==> config.mk <==
export PLATFORM = sky130hd
export DESIGN_NAME = cache_set_ctrl
export DESIGN_NICKNAME = d
export VERILOG_FILES = /design/src/rtl/cache_set_ctrl.sv
export SDC_FILE = /design/constraint.sdc
export NUM_CORES = 1
export LEC_CHECK = 0
export ABC_AREA = 1
export BUFFER_PORTS_ARGS = -buffer_cell sky130_fd_sc_hd__buf_2
export CAP_MARGIN = 20
export CORE_MARGIN = 4
export CORE_UTILIZATION = 28
export DETAILED_ROUTE_END_ITERATION = 7
export PLACE_DENSITY = 0.52
export SKIP_CTS_REPAIR_TIMING = 1
export SLEW_MARGIN = 40
export SYNTH_ARGS = -nofsm -noshare
export SYNTH_HDL_FRONTEND = slang
export SYNTH_SLANG_ARGS = --single-unit
==> constraint.sdc <==
create_clock -name clk -period 3.8 [get_ports clk]
set_input_delay 0.19 -clock clk [delete_from_list [all_inputs] [get_ports clk]]
set_output_delay 0.19 -clock clk [all_outputs]
set_load 0.01 [all_outputs]
==> src/rtl/cache_set_ctrl.sv <==
`default_nettype none
// +----------------------------------------------------------------------------+
// | Module      : cache_set_ctrl                                               |
// | Description : Per-set controller for one 4-way cache set. Accepts CPU      |
// |               read/write requests, resolves hit/miss against the lines,    |
// |               picks an LRU victim, performs dirty write-back and fill over |
// |               a memory handshake, strobes the lines and returns a response.|
// | Revision    : 1.0 - initial release                                        |
// +----------------------------------------------------------------------------+
// | Ports                                                                      |
// |   clk, rst            clock (rising edge), asynchronous active-high reset  |
// |   req_*               CPU request channel (valid/ready, write, addr, wdata) |
// |   resp_*              one-cycle response pulse with hit flag and read data |
// |   way_hit/valid/dirty per-way status bits from the lines                   |
// |   way_age/tag/data    per-way packed age (2b), tag and data byte           |
// |   line_*              shared ready/address/write data to all lines         |
// |   way_try_read/write  one-hot access strobes (UPDATE only)                 |
// |   way_reset_age       one-hot age reset (UPDATE only)                      |
// |   way_increment_age   age bump for younger valid ways (UPDATE only)        |
// |   mem_*               memory request/ack handshake for write-back and fill |
// +----------------------------------------------------------------------------+

module cache_set_ctrl #(
  parameter int ADDRESS_WORD_SIZE = 32,
  parameter int TAG_SIZE          = 19,
  parameter int NUM_WAYS          = 4    // only 4 is supported (2-bit ages)
) (
  input  logic                           clk,
  input  logic                           rst,
  // CPU request / response
  input  logic                           req_valid,
  output logic                           req_ready,
  input  logic                           req_write,
  input  logic [ADDRESS_WORD_SIZE-1:0]   req_addr,
  input  logic [7:0]                     req_wdata,
  output logic                           resp_valid,
  output logic                           resp_hit,
  output logic [7:0]                     resp_rdata,
  // Line status
  input  logic [NUM_WAYS-1:0]            way_hit,
  input  logic [NUM_WAYS-1:0]            way_valid,
  input  logic [NUM_WAYS-1:0]            way_dirty,
  input  logic [2*NUM_WAYS-1:0]          way_age,
  input  logic [TAG_SIZE*NUM_WAYS-1:0]   way_tag,
  input  logic [8*NUM_WAYS-1:0]          way_data,
  // Line control
  output logic                           line_ready,
  output logic [ADDRESS_WORD_SIZE-1:0]   line_address,
  output logic [7:0]                     line_wdata,
  output logic [NUM_WAYS-1:0]            way_try_read,
  output logic [NUM_WAYS-1:0]            way_try_write,
  output logic [NUM_WAYS-1:0]            way_reset_age,
  output logic [NUM_WAYS-1:0]            way_increment_age,
  // Memory handshake
  output logic                           mem_req,
  output logic                           mem_we,
  output logic [ADDRESS_WORD_SIZE-1:0]   mem_addr,
  output logic [7:0]                     mem_wdata,
  input  logic                           mem_ack,
  input  logic [7:0]                     mem_rdata
);

  localparam int OFFSET_W = ADDRESS_WORD_SIZE - TAG_SIZE;

  typedef enum logic [2:0] {
    S_IDLE    = 3'd0,
    S_LOOKUP  = 3'd1,
    S_EVICT   = 3'd2,
    S_FILL    = 3'd3,
    S_UPDATE  = 3'd4,
    S_RESPOND = 3'd5
  } state_t;

  state_t state, state_next;

  // Latched request and lookup results
  logic [ADDRESS_WORD_SIZE-1:0] addr_q;
  logic                         write_q;
  logic [7:0]                   wdata_q;
  logic                         hit_q;
  logic [1:0]                   target_q;
  logic [1:0]                   old_age_q;
  logic [7:0]                   rdata_q;
  logic [ADDRESS_WORD_SIZE-1:0] evict_addr_q;
  logic [7:0]                   evict_data_q;

  // Lookup decode
  logic                hit_any;
  logic [1:0]          hit_idx;
  logic                inv_any;
  logic [1:0]          inv_idx;
  logic [1:0]          max_idx;
  logic [1:0]          max_age;
  logic [1:0]          victim_idx;
  logic [1:0]          sel_idx;
  logic [1:0]          sel_age;
  logic                sel_valid;
  logic [7:0]          hit_data;
  logic                victim_valid;
  logic                victim_dirty;
  logic [TAG_SIZE-1:0] victim_tag;
  logic [7:0]          victim_data;
  logic [NUM_WAYS-1:0] target_onehot;

  // Hit way, lowest invalid way and oldest way (ties keep the lowest index).
  always_comb begin
    hit_any = |way_hit;
    inv_any = ~&way_valid;
    hit_idx = 2'd0;
    inv_idx = 2'd0;
    for (int i = NUM_WAYS - 1; i >= 0; i--) begin
      if (way_hit[i])    hit_idx = 2'(i);
      if (!way_valid[i]) inv_idx = 2'(i);
    end
    max_idx = 2'd0;
    max_age = way_age[1:0];
    for (int i = 1; i < NUM_WAYS; i++) begin
      if (way_age[2*i +: 2] > max_age) begin
        max_age = way_age[2*i +: 2];
        max_idx = 2'(i);
      end
    end
    victim_idx = inv_any ? inv_idx : max_idx;
    sel_idx    = hit_any ? hit_idx : victim_idx;
  end

  // Per-way field muxes for the selected target and the victim.
  always_comb begin
    sel_age      = 2'd0;
    sel_valid    = 1'b0;
    hit_data     = 8'd0;
    victim_valid = 1'b0;
    victim_dirty = 1'b0;
    victim_tag   = '0;
    victim_data  = 8'd0;
    for (int i = 0; i < NUM_WAYS; i++) begin
      if (2'(i) == sel_idx) begin
        sel_age   = way_age[2*i +: 2];
        sel_valid = way_valid[i];
      end
      if (2'(i) == hit_idx) begin
        hit_data = way_data[8*i +: 8];
      end
      if (2'(i) == victim_idx) begin
        victim_valid = way_valid[i];
        victim_dirty = way_dirty[i];
        victim_tag   = way_tag[TAG_SIZE*i +: TAG_SIZE];
        victim_data  = way_data[8*i +: 8];
      end
    end
  end

  assign target_onehot = NUM_WAYS'(1) << target_q;

  // State and datapath registers
  always_ff @(posedge clk or posedge rst) begin
    if (rst) begin
      state        <= S_IDLE;
      addr_q       <= '0;
      write_q      <= 1'b0;
      wdata_q      <= 8'd0;
      hit_q        <= 1'b0;
      target_q     <= 2'd0;
      old_age_q    <= 2'd0;
      rdata_q      <= 8'd0;
      evict_addr_q <= '0;
      evict_data_q <= 8'd0;
    end else begin
      state <= state_next;
      case (state)
        S_IDLE: begin
          if (req_valid) begin
            addr_q  <= req_addr;
            write_q <= req_write;
            wdata_q <= req_wdata;
          end
        end
        S_LOOKUP: begin
          hit_q     <= hit_any;
          target_q  <= sel_idx;
          // An invalid target counts as oldest so all valid ways age.
          old_age_q <= sel_valid ? sel_age : 2'd3;
          // Writes always answer 0; read misses overwrite this during FILL.
          rdata_q   <= (hit_any && !write_q) ? hit_data : 8'd0;
          evict_addr_q <= {victim_tag, addr_q[OFFSET_W-1:0]};
          evict_data_q <= victim_data;
        end
        S_FILL: begin
          if (mem_ack && !write_q) begin
            rdata_q <= mem_rdata;
          end
        end
        default: ;
      endcase
    end
  end

  // Next state and outputs
  always_comb begin
    state_next        = state;
    req_ready         = 1'b0;
    resp_valid        = 1'b0;
    resp_hit          = 1'b0;
    resp_rdata        = 8'd0;
    line_ready        = 1'b0;
    way_try_read      = '0;
    way_try_write     = '0;
    way_reset_age     = '0;
    way_increment_age = '0;
    mem_req           = 1'b0;
    mem_we            = 1'b0;
    mem_addr          = '0;
    mem_wdata         = 8'd0;

    case (state)
      S_IDLE: begin
        req_ready = 1'b1;
        if (req_valid) state_next = S_LOOKUP;
      end
      S_LOOKUP: begin
        if (hit_any)                          state_next = S_UPDATE;
        else if (victim_valid && victim_dirty) state_next = S_EVICT;
        else                                  state_next = S_FILL;
      end
      S_EVICT: begin
        mem_req   = 1'b1;
        mem_we    = 1'b1;
        mem_addr  = evict_addr_q;
        mem_wdata = evict_data_q;
        if (mem_ack) state_next = S_FILL;
      end
      S_FILL: begin
        mem_req  = 1'b1;
        mem_addr = addr_q;
        if (mem_ack) state_next = S_UPDATE;
      end
      S_UPDATE: begin
        line_ready    = 1'b1;
        way_try_read  = write_q ? '0 : target_onehot;
        way_try_write = write_q ? target_onehot : '0;
        way_reset_age = target_onehot;
        for (int i = 0; i < NUM_WAYS; i++) begin
          way_increment_age[i] = way_valid[i] && (2'(i) != target_q) &&
                                 (way_age[2*i +: 2] < old_age_q);
        end
        state_next = S_RESPOND;
      end
      S_RESPOND: begin
        resp_valid = 1'b1;
        resp_hit   = hit_q;
        resp_rdata = rdata_q;
        state_next = S_IDLE;
      end
      default: state_next = S_IDLE;
    endcase
  end

  assign line_address = addr_q;
  assign line_wdata   = wdata_q;

endmodule

`default_nettype wire
**Word-level counts from Yosys, hierarchy flattened**

Index checks and enable logic that the tools add are counted.
Widths: inputs -> output; s select.

- Shift operators: 1
- Equal/unequal tests: 21
- Divide/modulo/power cells: 0
- Mux-type cells: 68
- Bitwise logic cells: 0
- Multipliers: 0
- Reductions and logical operators: 24
- Magnitude comparators: 7
- Add/sub/neg operators: 0

Operators with widths:

| kind | count |
|---|---|
| $mux 8 | 12 |
| $mux 19 | 4 |
| $pmux 32 s2 | 1 |
| $mux 2 | 19 |
| $mux 4 | 6 |
| $mux 1 | 20 |
| $pmux 8 s2 | 1 |
| $pmux 3 s5 | 1 |
| $eq 2x2->1 const A | 6 |
| $mux 3 | 4 |
| $logic_and 1x1->1 | 11 |
| $lt 2x2->1 | 4 |
| $ne 2x2->1 const B | 4 |
| $eq 1x2->1 const A | 3 |
| $eq 3x2->1 const B | 2 |
| $eq 3x3->1 const B | 2 |
| $gt 2x2->1 | 3 |
| $logic_not 2->1 | 3 |
| $ne 2x2->1 const A | 2 |
| $reduce_and 2->1 | 2 |
| $reduce_and 4->1 | 1 |
| $reduce_bool 2->1 | 2 |
| $reduce_or 4->1 | 1 |
| $shl 1x2->4 const A | 1 |
| other kinds (6) | 6 |

- Latch bits: 0
- Bits of input ports: 181
- Output and inout bits: 110
- Word-level logic and storage cells: 131
- Register bits after elaboration: 97
- Bits in read-only memories: 0
- Memories kept: 0
- Bits in writable memories: 0

**Depth between registers and ports, before layout**

Gate-level depths: netlist (run 1).

- Word-level depth: 16
- Mapped depth: 29
- Gate-level depth less buffers: 29

**Worst setup path after synthesis (run 1)**

OpenSTA, ideal clock, no wires.

- Path kind: input-to-reg
- Start point: input way_age[1]
- End point: register state[0]
- Path buffers: 1
- Stages on the path: 26
- Arrival: 2.701 ns
- Data required time: 3.683 ns
- Library setup time: 0.117 ns
- Slack: 0.983 ns
- Path through: inv_1 -> ha_1 -> nor2_1 -> nor2_1 -> nor2_2 -> nand2_1 -> o21ai_0 -> ha_1 -> nand2_1 -> o21ai_2 -> nand2_1 -> o21ai_0 -> ha_1 -> nand2_1 -> nand2_1 -> nand3_2 -> nand2_4 -> inv_4 -> buf_1 -> nand4_1 -> nand3_1 -> nand3_1 -> nand2_1 -> nand2_1 -> nand2_1 -> nand2_1

- Longest elaborated chain between the ends: 16
- Elaborated cells on any way between the ends: 25
- Classes of those cells: order compare: 3; eq/ne: 3; mux: 17; reduce/logical: 2

Ends and longest elaborated chain:

| what | line | text |
|---|---|---|
| from (decl) | 43 | `input logic [2*NUM_WAYS-1:0] way_age,` |
| $gt 2x2->1 | 118 | `if (way_age[2*i +: 2] > max_age) begin` |
| $mux 2 | 118 |  |
| $gt 2x2->1 | 118 |  |
| $mux 2 | 118 |  |
| $gt 2x2->1 | 118 |  |
| $mux 2 * | 118 |  |
| $mux 2 * | 123 | `victim_idx = inv_any ? inv_idx : max_idx;` |
| $logic_not 2->1 | 144 | `if (2'(i) == victim_idx) begin` |
| $mux 1 (4 in series) | 144 |  |
| $logic_and 1x1->1 * | 222 | `else if (victim_valid && victim_dirty) state_next = S_EVICT;` |
| $mux 1 * | 222 |  |
| $mux 3 * | 221 | `if (hit_any) state_next = S_UPDATE;` |
| $pmux 3 s5 * | 215 | `case (state)` |
| to (signal assigned) | 169 | `state <= state_next;` |
| to (decl) | 74 | `state_t state, state_next;` |

Every way passes the cells marked *; elsewhere a longest branch is shown, timed or not.
A chain may end at the register's enable or synchronous reset.

**Worst setup path after layout (run 1)**

- Start point: input way_age[1]
- End point: register evict_addr_q[27]

- Longest elaborated chain between the ends: 12
- Elaborated cells on any way between the ends: 17
- Classes of those cells: order compare: 3; eq/ne: 3; mux: 10; reduce/logical: 1

Ends and longest elaborated chain:

| what | line | text |
|---|---|---|
| $gt 2x2->1 | 118 |  |
| $mux 2 | 118 |  |
| $gt 2x2->1 | 118 |  |
| $mux 2 | 118 |  |
| $gt 2x2->1 | 118 |  |
| $mux 2 * | 118 |  |
| $mux 2 * | 123 |  |
| $logic_not 2->1 | 144 |  |
| $mux 19 (3 in series) | 144 |  |
| $mux 19 * | 144 |  |
| to (signal assigned) | 185 | `evict_addr_q <= {victim_tag, addr_q[OFFSET_W-1:0]};` |
| to (decl) | 84 | `logic [ADDRESS_WORD_SIZE-1:0] evict_addr_q;` |

Marked as above.

==> impl_metrics.toml, run 1 <==
[global_route]
grtUsageTotal_pct = 19.0
grt_max_degree = 50
overflow = 0
antenna_found_initial = 3
grt_pass1_vias = 6470
grt_pass1_wl_mm = 35.6

[drt]
vias = 6505
wl_per_cell_um = 17.1
drc = 0
ant_nets = 0
dr.first_iter.drc_count = 305
vias_per_cell = 4.77
finalWirelength_mm = 23.3
drt_first_pass_iters = 5

[clocking]
cts_tree = "done"
clkTransAtPathRegs_ns = 0.08
cts_inserted_buffers = 9
htree_levels = 3
clock_latency_ns = 0.36
root_buffer = "clkbuf_16"
cts.sinks = 97
cts_buffer_depth = 2

[floorplan]
core-area_sq_um = 20500
die_y_um = 153
start_util_pct = 28.9
dieArea_sq_um = 23600
num_io_pins = 291
fp.dieW_um = 153
row_count = 52

[logic_synthesis]
yosysUniqueCellTypes = 37
synth-seq-cells = 97
synth_ff_type = "dfrtp_1"
synth_edf_count = 0
syn_area_sq_um = 5930
avgSynthCellArea_sq_um = 7.27
yosys_warnings = 0
syn-num-nets = 1008
seq_area_frac_synth_pct = 41.0
syn_inst = 815
async_flop_share_pct = 100

[final_layout]
mostFrequentLayoutCells = "290 x buf_2, 187 x nand2_1, 108 x inv_1"
area_delta_synth_final_pct = 33.3
drive_gt1_share_pct = 32.1
fin_util_pct = 38.6
fin_nets = 1280
final_common_cell = "buf_2"
n_fill_cell = 2263

[timing]
rsz0062_at_grt = "no"
worstMarginPinSlew_ns = 0.655
setup_viol = 0
clock_skew_ns = 0.0143
slew_headroom_pct = 56.2
hold_viol = 0
min_period_ns = 3.08
period_share_pct = 81.0
slew_violations = 0
setup_tns_ns = 0
max_freq_ghz = 0.325

[worst_setup_path]
endpoint_kind = "register"
critPathLaunch = "way_age[1]"
timing.reg2reg.setup_slack_ns = 1.56
cp_cell_sequence = "buf_2 > inv_1 > ha_1 > nor2_1 > nor2_1 > nor2_2 > nand2_1 > o21ai_0 > ha_1 > nand2_1 > o21ai_2 > nand2_1 > o21ai_0 > ha_1 > nand2_1 > nand2_1 > nand3_2 > nand2_4 > inv_4 > nor2_8 > nand2_1 > a31oi_1 > o21ai_1 > nand2_1"
cpPeakStageDelay_ns = 0.40
crit_slowest_cell = "nor2_8"
worst_path_most_repeated_cell = "nand2_1"
rr_startpoint = "state[2]$_DFFE_PP0P_"
reg2regPathDepth = 8
cp.arrival_ns = 3.37
worst-setup-path-type = "input port to register"
cp.buffers_inverters = 3
worstPathRequired_ns = 4.09
cp_top_family = "simple AND/OR/NAND/NOR gates"
r2r-end = "rdata_q[7]$_DFFE_PP0P_"
startpoint_type = "input port"
cp_max_fo = 27

[hold_path]
min_to = "evict_addr_q[26]$_DFFE_PP0P_"
holdPathStages = 3
hold_path.class = "input port to register"
worstHoldStart = "way_tag[70]"

[flow_run]
maxCapViolCount = 0

[pwr]
p_leak_nw = 4.31
powerDensity_nw_per_um2 = 641
ir_drop_uv = 294

[placement]
dp_hpwl_mm = 18.1
portBuffers = 290
gp_congestion = 0.940

[status]
outcome = "complete, no violations"
==> report_power, final <==
group	internal, mW	switching (mW)	total [mW]	leakage (nW)
Clock	0.472	0.478	0.950	0.150
Sequential	1.54	0.275	1.81	1.13
Combinational	0.823	1.48	2.30	3.03
Total	2.83	2.23	5.06	4.31
==> cell usage after synthesis (all sizes together), types with 5 or more instances <==
library cell	n	share of area [%]
a22oi	8	1.0
ha	12	2.5
a21oi	44	3.7
o21ai	104	9.0
nor3	9	0.76
nand3	35	3.0
clkbuf	17	1.1
o211ai	15	1.9
mux2	8	1.5
nor2	92	6.6
inv	115	7.4
a31oi	20	2.4
o2111ai	8	1.2
nand4	5	0.53
nand2	194	13
dfrtp	97	41
buf	22	2.4
==> registers in the layout, indices dropped and copies added, names as in the netlist, 2 cells and up <==
signal	cells
target_q	2
line_address	32
evict_data_q	8
line_wdata	8
old_age_q	2
rdata_q	8
evict_addr_q	32
state	3
==> worst max-delay path by stage <==
stage,endpoint,cells past startpoint
after floorplan,state[0]$_DFFE_PP0P_,26
after global placement,evict_addr_q[27]$_DFFE_PP0P_,24
after detailed placement,evict_addr_q[27]$_DFFE_PP0P_,24
after CTS,evict_addr_q[27]$_DFFE_PP0P_,24
after global routing,evict_addr_q[27]$_DFFE_PP0P_,26
final,evict_addr_q[27]$_DFFE_PP0P_,24
==> area by class of cell <==
type / count / area, sq um / share of cell area (%)
Clock inverter: 7 / 78.8 / 0.997
Sequential cell: 97 / 2430 / 30.7
Clock buffer: 9 / 225 / 2.85
Multi-Input combinational cell: 563 / 2860 / 36.2
Timing Repair Buffer: 300 / 1530 / 19.3
Inverter: 116 / 443 / 5.60
Tap cell: 270 / 338 / 4.27
Antenna cell: 1 / 2.50 / 0.0317
==> tightest hold or removal path: stages <==
cell and delay, ns:
buf_2 0.08, o21ai_1 0.06, nand2_1 0.05
==> logic make-up (layout without fill, tap and decap cells) <==
group | count (synthesis) | after routing | share of synthesized area, %
AND/OR/NAND/NOR | 336 | 336 | 23.8
flip-flops | 97 | 97 | 41.0
other | 0 | 1 | 0
buffers and inverters | 155 | 432 | 11.0
adder cells (fa/ha/maj) | 12 | 12 | 2.53
multiplexers | 8 | 8 | 1.52
AO/OA/AOI/OAI | 207 | 207 | 20.2
==> stage by stage <==
step | hold slack, ns | setup slack [ns] | instances | power [mW] | cell area, sq um
floorplan | 0.314 | 0.983 | 815 | 3.26 | 5930
global placement | 0.303 | 0.380 | 1345 | 4.13 | 7580
detailed placement | 0.304 | 0.311 | 1345 | 4.16 | 7590
CTS | -0.0888 | 0.681 | 1361 | 5.15 | 7890
global route | 0.0454 | 0.312 | 1363 | 5.50 | 7900
finish | 0.0478 | 0.722 | 1363 | 5.06 | 7900
==> metal layers <==
metal	vias up	routed length (um)	GRT usage (%)
li1	3209	-	-
met5	-	23	0
met3	39	1970	5.65
met4	4	590	6.14
met2	274	11600	33.6
met1	2979	9150	22.0
Note: power is estimated with default switching activity, not from simulation.
==> run 2, diff against run 1 <==
==> constraint.sdc (replaced) <==
create_clock -name clk -period 3.19 [get_ports clk]
set_input_delay 0.1595 -clock clk [delete_from_list [all_inputs] [get_ports clk]]
set_output_delay 0.1595 -clock clk [all_outputs]
set_load 0.01 [all_outputs]
==> run 2 against run 1 <==
  * Global-route usage down 0.060 points
  * Clock skew hardly changed
  * Largest power group unchanged
  * Largest cell class unchanged
  * Combinational power is 20% higher
==> impl_metrics.toml, run 2 (same netlist as run 1, synthesis figures left out) <==
[floorplan]
row_count = 52
num_io_pins = 291
start_util_pct = 28.9
fp.dieW_um = 153
core-area_sq_um = 20500
die_y_um = 153
dieArea_sq_um = 23600

[final_layout]
mostFrequentLayoutCells = "290 x buf_2, 186 x nand2_1, 108 x inv_1"
multiInputGateArea_sq_um = 2870
fin_nets = 1296
drive_gt1_share_pct = 33.2
regArea_sq_um = 2430
n_fill_cell = 2229
final_common_cell = "buf_2"
design_area_sq_um = 8100
area_delta_synth_final_pct = 36.6
fin_util_pct = 39.5

[clocking]
cts.sinks = 97
root_buffer = "clkbuf_16"
htree_levels = 3
clock_latency_ns = 0.36
clkTransAtPathRegs_ns = 0.07
cts_inserted_buffers = 9
cts_buffer_depth = 2
cts_tree = "done"

[worst_setup_path]
endpoint_kind = "register"
crit_slowest_cell = "ha_1"
cpPeakStageDelay_ns = 0.30
worstPathRequired_ns = 3.48
cp_top_family = "simple AND/OR/NAND/NOR gates"
rr_startpoint = "state[0]$_DFFE_PP0P_"
worst_path_most_repeated_cell = "nand2_1"
cp_max_fo = 13
worst-setup-path-type = "input port to register"
startpoint_type = "input port"
critPathLaunch = "way_age[1]"
cp.buffers_inverters = 3
timing.reg2reg.setup_slack_ns = 1.09
cp.arrival_ns = 3.17

[placement]
portBuffers = 290
placed_area_sq_um = 7750
gp_congestion = 0.900
dp_hpwl_mm = 18.0

[drt]
wl_per_cell_um = 16.6
dr.first_iter.drc_count = 260
vias_per_cell = 4.72
ant_nets = 0
finalWirelength_mm = 23.0
vias = 6518
drt_first_pass_iters = 5
drc = 0

[status]
outcome = "complete, no violations"

[pwr]
p_total_mw = 6.03
p_leak_nw = 4.41
ir_drop_uv = 409
powerDensity_nw_per_um2 = 745

[timing]
max_freq_ghz = 0.347
slew_violations = 0
slew_headroom_pct = 50.4
clock_skew_ns = 0.0144
setup_viol = 0
min_period_ns = 2.88
hold_viol = 0
period_share_pct = 90.2
worstMarginPinSlew_ns = 0.743

[hold_path]
worstHoldStart = "way_tag[66]"
hold_path.class = "input port to register"

[global_route]
antenna_found_initial = 4
grt_max_degree = 75
grt_pass1_vias = 6532
grt_pass1_wl_mm = 35.5
grtUsageTotal_pct = 18.9
overflow = 0

[flow_run]
maxCapViolCount = 0
==> run 2: layer usage <==
| metal | up-vias | track usage, % | part of all wire [%] |
|---|---|---|---|
| met5 | - | 0 | 0.14 |
| met4 | 4 | 7.36 | 3.0 |
| met3 | 38 | 4.81 | 7.1 |
| met2 | 238 | 32.8 | 50 |
| met1 | 2988 | 22.5 | 40 |
| li1 | 3250 | - | - |
==> run 2: worst reg2reg max path, delay by kind of cell (launching register included) <==
kind / cells / cell delay, ns
buffers and inverters: 5 / 0.99
DFF: 1 / 0.40
AOI/OAI and AO/OA: 2 / 0.36
and+or+nand+nor: 3 / 0.29
==> run 2: worst paths after layout <==
path / endpoint / cells past startpoint
max: evict_addr_q[15]$_DFFE_PP0P_ / 25
min: evict_addr_q[22]$_DFFE_PP0P_ / 3
max reg2reg: rdata_q[7]$_DFFE_PP0P_ / 10
min reg2reg: evict_addr_q[29]$_DFFE_PP0P_ / 2
max in group asynchronous: line_wdata[3]$_DFFE_PP0P_ / 4
min in group asynchronous: evict_data_q[7]$_DFFE_PP0P_ / 3
==> run 2: metrics by stage <==
| stage | hold WS [ns] | std cells | TNS (ns) | setup slack [ns] |
|---|---|---|---|---|
| 2_1_floorplan | 0.284 | 815 | 0 | 0.403 |
| 3_3_place_gp | 0.378 | 1361 | -0.0783 | -0.0783 |
| 3_5_place_dp | 0.355 | 1361 | -0.368 | -0.0944 |
| 4_1_cts | -0.0359 | 1377 | 0 | 0.280 |
| 5_1_grt | 0.00799 | 1379 | -0.0195 | -0.00730 |
| 6_report | 0.0186 | 1380 | 0 | 0.312 |
==> run 2: final cells by class <==
cell class	instances	area share (%)
multi-input combinational	563	35.5
antenna	2	0.0618
inverter	116	5.56
clock buffer	9	2.78
clock inverter	7	0.943
timing repair buffer	316	21.0
tap	270	4.17
sequential	97	30.0
==> run 2: power by group <==
group	leakage (nW)	switching (mW)	total, mW	internal (mW)
logic	3.13	1.75	2.77	1.01
clock network	0.149	0.554	1.11	0.559
registers	1.13	0.319	2.15	1.83
total	4.41	2.63	6.03	3.40
